### src/rtl/ioctrl.sv
// Memory-mapped I/O controller: routes arbiter accesses to a synchronous SRAM, an LED register
// and a free-running cycle counter; anything else completes with a bus error.
module ioctrl #(
  parameter int unsigned RAM_AW   = 14,
  parameter int unsigned RAM_WAIT = 2
) (
  input  logic              clk,
  input  logic              reset,
  input  logic              mem_read,
  input  logic              mem_write,
  input  logic [31:0]       mem_addr,
  input  logic [31:0]       mem_data_write,
  output logic              mem_ack,
  output logic [31:0]       mem_data_read,
  output logic              ram_en,
  output logic              ram_we,
  output logic [RAM_AW-1:0] ram_addr,
  output logic [31:0]       ram_wdata,
  input  logic [31:0]       ram_rdata,
  output logic [7:0]        led,
  output logic              bus_error
);

  localparam logic [31:0] AddrMask = 32'hFFFF_FFFC;
  localparam logic [31:0] LedAddr  = 32'h8000_0000;
  localparam logic [31:0] CntAddr  = 32'h8000_0004;

  typedef enum logic [1:0] {StIdle, StRamCmd, StRamWait, StReg} state_e;

  state_e      state_q;
  logic [31:0] addr_q;
  logic [7:0]  led_wdata_q;
  logic        write_q;
  logic [3:0]  wait_q;
  logic [31:0] cycle_q;
  logic        is_ram;

  assign is_ram = (mem_addr >> (RAM_AW + 2)) == 32'd0;

  always_ff @(posedge clk or posedge reset) begin
    if (reset) begin
      state_q       <= StIdle;
      addr_q        <= 32'd0;
      led_wdata_q   <= 8'd0;
      write_q       <= 1'b0;
      wait_q        <= 4'd0;
      cycle_q       <= 32'd0;
      mem_ack       <= 1'b0;
      mem_data_read <= 32'd0;
      ram_en        <= 1'b0;
      ram_we        <= 1'b0;
      ram_addr      <= '0;
      ram_wdata     <= 32'd0;
      led           <= 8'd0;
      bus_error     <= 1'b0;
    end else begin
      cycle_q   <= cycle_q + 32'd1;
      mem_ack   <= 1'b0;
      bus_error <= 1'b0;
      unique case (state_q)
        StIdle: begin
          if (mem_read || mem_write) begin
            addr_q      <= mem_addr;
            led_wdata_q <= mem_data_write[7:0];
            // A simultaneous read and write strobe is a write.
            write_q     <= mem_write;
            if (is_ram) begin
              // SRAM command is registered here so ram_en is high for the whole RAM_CMD cycle.
              ram_en    <= 1'b1;
              ram_we    <= mem_write;
              ram_addr  <= mem_addr[RAM_AW+1:2];
              ram_wdata <= mem_data_write;
              state_q   <= StRamCmd;
            end else begin
              state_q <= StReg;
            end
          end
        end
        StRamCmd: begin
          ram_en  <= 1'b0;
          ram_we  <= 1'b0;
          wait_q  <= 4'(RAM_WAIT - 1);
          state_q <= StRamWait;
        end
        StRamWait: begin
          if (wait_q == 4'd0) begin
            if (!write_q) mem_data_read <= ram_rdata;
            mem_ack <= 1'b1;
            state_q <= StIdle;
          end else begin
            wait_q <= wait_q - 4'd1;
          end
        end
        StReg: begin
          mem_ack <= 1'b1;
          state_q <= StIdle;
          if ((addr_q & AddrMask) == LedAddr) begin
            if (write_q) led <= led_wdata_q;
            mem_data_read <= write_q ? 32'd0 : {24'd0, led};
          end else if ((addr_q & AddrMask) == CntAddr) begin
            mem_data_read <= write_q ? 32'd0 : cycle_q;
          end else begin
            bus_error     <= 1'b1;
            mem_data_read <= 32'd0;
          end
        end
        default: state_q <= StIdle;
      endcase
    end
  end

endmodule

### config.mk
export PLATFORM = sky130hd
export DESIGN_NAME = ioctrl
export DESIGN_NICKNAME = d
export VERILOG_FILES = /design/src/rtl/ioctrl.sv
export SDC_FILE = /design/constraint.sdc
export NUM_CORES = 1
export LEC_CHECK = 0
export CAP_MARGIN = 15
export CORE_ASPECT_RATIO = 1.5
export CORE_MARGIN = 3
export CORE_UTILIZATION = 26
export CTS_CLUSTER_SIZE = 30
export DETAILED_ROUTE_END_ITERATION = 8
export PLACE_DENSITY = 0.53
export REMOVE_ABC_BUFFERS = 1
export SYNTH_ARGS = -nofsm -noshare
export SYNTH_HDL_FRONTEND = slang
export SYNTH_SLANG_ARGS = --single-unit
### constraint.sdc
create_clock -name clk -period 8.6 [get_ports clk]
set_input_delay 2.15 -clock clk [delete_from_list [all_inputs] [get_ports clk]]
set_output_delay 2.15 -clock clk [all_outputs]
set_load 0.03 [all_outputs]
==> flow_summary.ini <==
[run_status]
status = finished, final reports clean

[logic_synthesis]
synth.yosys.seq_area_share_pct = 58.6
synth.area.mux_share_pct = 15.8
yosys.area.top_type = dfrtp_1
yosys.cell_types.count = 38
synth_cells = 577
synth_area_leaders = dfrtp_1 (59%), mux2_2 (15%), xnor2_1 (2.9%)
synth-xor-area-share_pct = 3.93
synthSimpleGateAreaFrac_pct = 14.5
synth_top_family_by_area = multiplexers
synth-async-reset-ratio_pct = 100
synth_edf_count = 0
synth_area_per_cell_um2 = 12.4
synthFlopType = dfrtp_1
synth_compound_area_share_pct = 4.35
netlist_area_um2 = 7130
yosys.area.top_type_share_pct = 58.6
synthAdderAreaFrac_pct = 0.526
synth_warnings = 0
ys_ff_latch = 167

[clock_network]
ctsHoldBuffers = 0
cts.sinks = 167
post-cts-setup-buffers = 0
clock_latency_ns = 0.42
root_buffer = clkbuf_16
cts.path.max_buffers = 2
cts-resized-gates = 0
htree_num_levels = 4
cts_tree = built
clk_pin_slew_worst_paths_ns = 0.06
cts_inserted_buffers = 17

[routing]
routed_wl_mm = 18.7
vias_per_cell = 4.58
wl_per_cell_um = 16.8
first_pass_iters = 4
dr.first_iter.drc_count = 141
via_count = 5094
drc = 0
ant_nets = 0

[place]
gp_congestion = 0.740
port-buffer-count = 187
hpwl_mm = 13.0
pre_cts_ws_ns = 3.55

[sta]
relSlewSlack_pct = 20.5
report.final.hold_viol_count = 0
skew_ns = 0.0128
tightest_slew_ns = 1.18
setup_viol = 0
slew_violations = 0
fin_setup_tns_ns = 0
rsz0062_at_grt = false
fin_crit_sh_pct = 47.8
max_freq_ghz = 0.243
timing.final.ws_setup_ns = 4.49
finalCriticalPeriod_ns = 4.11

[critical_path]
reg2reg_depth = 5
crit_path_end_kind = flop
regToRegSetupSlack_ns = 6.04
worstPathRequired_ns = 8.90
crit_type = in2reg
r2r_start = state_q[1]$_DFFE_PP0P_
reg2reg_to = led_wdata_q[6]$_DFFE_PP0P_
crit_fanout = 46
start_kind = input port
critical_path_arrival_ns = 4.41

[global_route]
first_global_vias = 5458
antenna_found_initial = 0
grtUsageTotal_pct = 12.9
grt_overflow_total = 0
grt_max_degree = 99
grt_pass1_wl_mm = 30.0

[die]
pin_count = 190
die-area_um2 = 29500
die_h_um = 209
row_count = 73
core_area_um2 = 26800
start_util_pct = 26.6
dieWidth_um = 141

[cells_and_area]
final_common_cell = clkdlybuf4s50_1
nets = 866
mostFrequentLayoutCells = clkdlybuf4s50_1 (187), dfrtp_1 (167), mux2_2 (92)
drive_gt1_share_pct = 18.6
syn_to_final_growth_pct = 40.0
n_antenna_cell = 0

[power]
ir_drop_mv = 0.147
leakagePower_uw = 0.00429
powerDensity_nw_per_um2 = 258

[min_path]
whs_endpoint = cycle_q[31]$_DFF_PP0_
hold_depth = 1
hold_path_class = reg2reg
worstHoldStart = cycle_q[31]$_DFF_PP0_

[flow_run]
cap_violations = 0
==> routing by layer <==
layer | GRT usage [%] | vias to the layer above | share of wire (%)
met4 | 3.68 | 0 | 1.0
met3 | 4.37 | 8 | 7.6
met5 | 0 | - | 0
li1 | - | 2445 | -
met1 | 15.7 | 2487 | 42
met2 | 21.5 | 154 | 49
==> synthesized netlist by cell type (all sizes together), types with 8 or more instances <==
master    n
xnor2    24
nor2     17
nand3    41
a22oi    14
nor4     10
mux2i     9
nor3      8
nand4    30
nand2    44
clkbuf   21
buf       9
and2     14
o21ai    21
xor2      8
dfrtp   167
mux2     92
==> through the flow <==
step                utilization, %  power (uW)  hold WS [ns]  instances  area [um2]
floorplan                        -        1520         0.438        547        7000
global placement              35.1        1820         0.458       1080        9380
detailed placement            35.1        1840         0.463       1080        9380
CTS                           37.3        2630         0.473       1112        9970
global route                  37.3        2730         0.506       1113        9980
finish                        37.3        2580         0.476       1113        9980
==> how the worst max path moves through the flow <==
stage / depth (start not counted) / start / to
5_1_grt: 6 / mem_addr[30] / ram_wdata[9]$_DFFE_PP0P_
4_1_cts: 4 / mem_write / led_wdata_q[6]$_DFFE_PP0P_
3_3_place_gp: 4 / mem_write / led_wdata_q[6]$_DFFE_PP0P_
6_report: 6 / mem_addr[30] / ram_wdata[9]$_DFFE_PP0P_
3_5_place_dp: 4 / mem_write / led_wdata_q[6]$_DFFE_PP0P_
2_1_floorplan: 1 / reset / addr_q[10]$_DFFE_PP0P_
==> area by class of cell <==
type	count	area (um2)
Clock buffer	19	443
Timing Repair Buffer	197	1950
Clock inverter	13	146
Inverter	7	31.3
Tap cell	337	422
Multi-Input combinational cell	373	2810
Fill cell	2680	16800
Sequential cell	167	4180
==> power breakdown <==
group	total, uW	leakage, uW	internal, uW	switching (uW)
logic	739	0.00181	349	390
registers	1070	0.00220	958	112
clock network	771	0.000284	439	332
==> sequential cells by signal, indices dropped and copies added (netlist names), 2 cells and up <==
signal	count
cycle_q	32
ram_wdata	32
led	8
wait_q	4
led_wdata_q	8
mem_data_read	32
ram_addr	14
state_q	2
addr_q	30
==> critical path: stages <==
cell,delay [ns]
clkdlybuf4s50_1,0.43
nor4_1,0.37
nand4_1,0.33
nor2_4,0.15
buf_4,0.51
mux2_2,0.41
==> kinds of logic after synthesis <==
group | count (synthesis)
and+or+nand+nor | 188
DFF | 167
muxes | 101
AOI/OAI and AO/OA | 49
buffers and inverters | 37
xor gates and xnor gates | 32
adders and majority gates | 3
(Power assumes the default switching activity.)
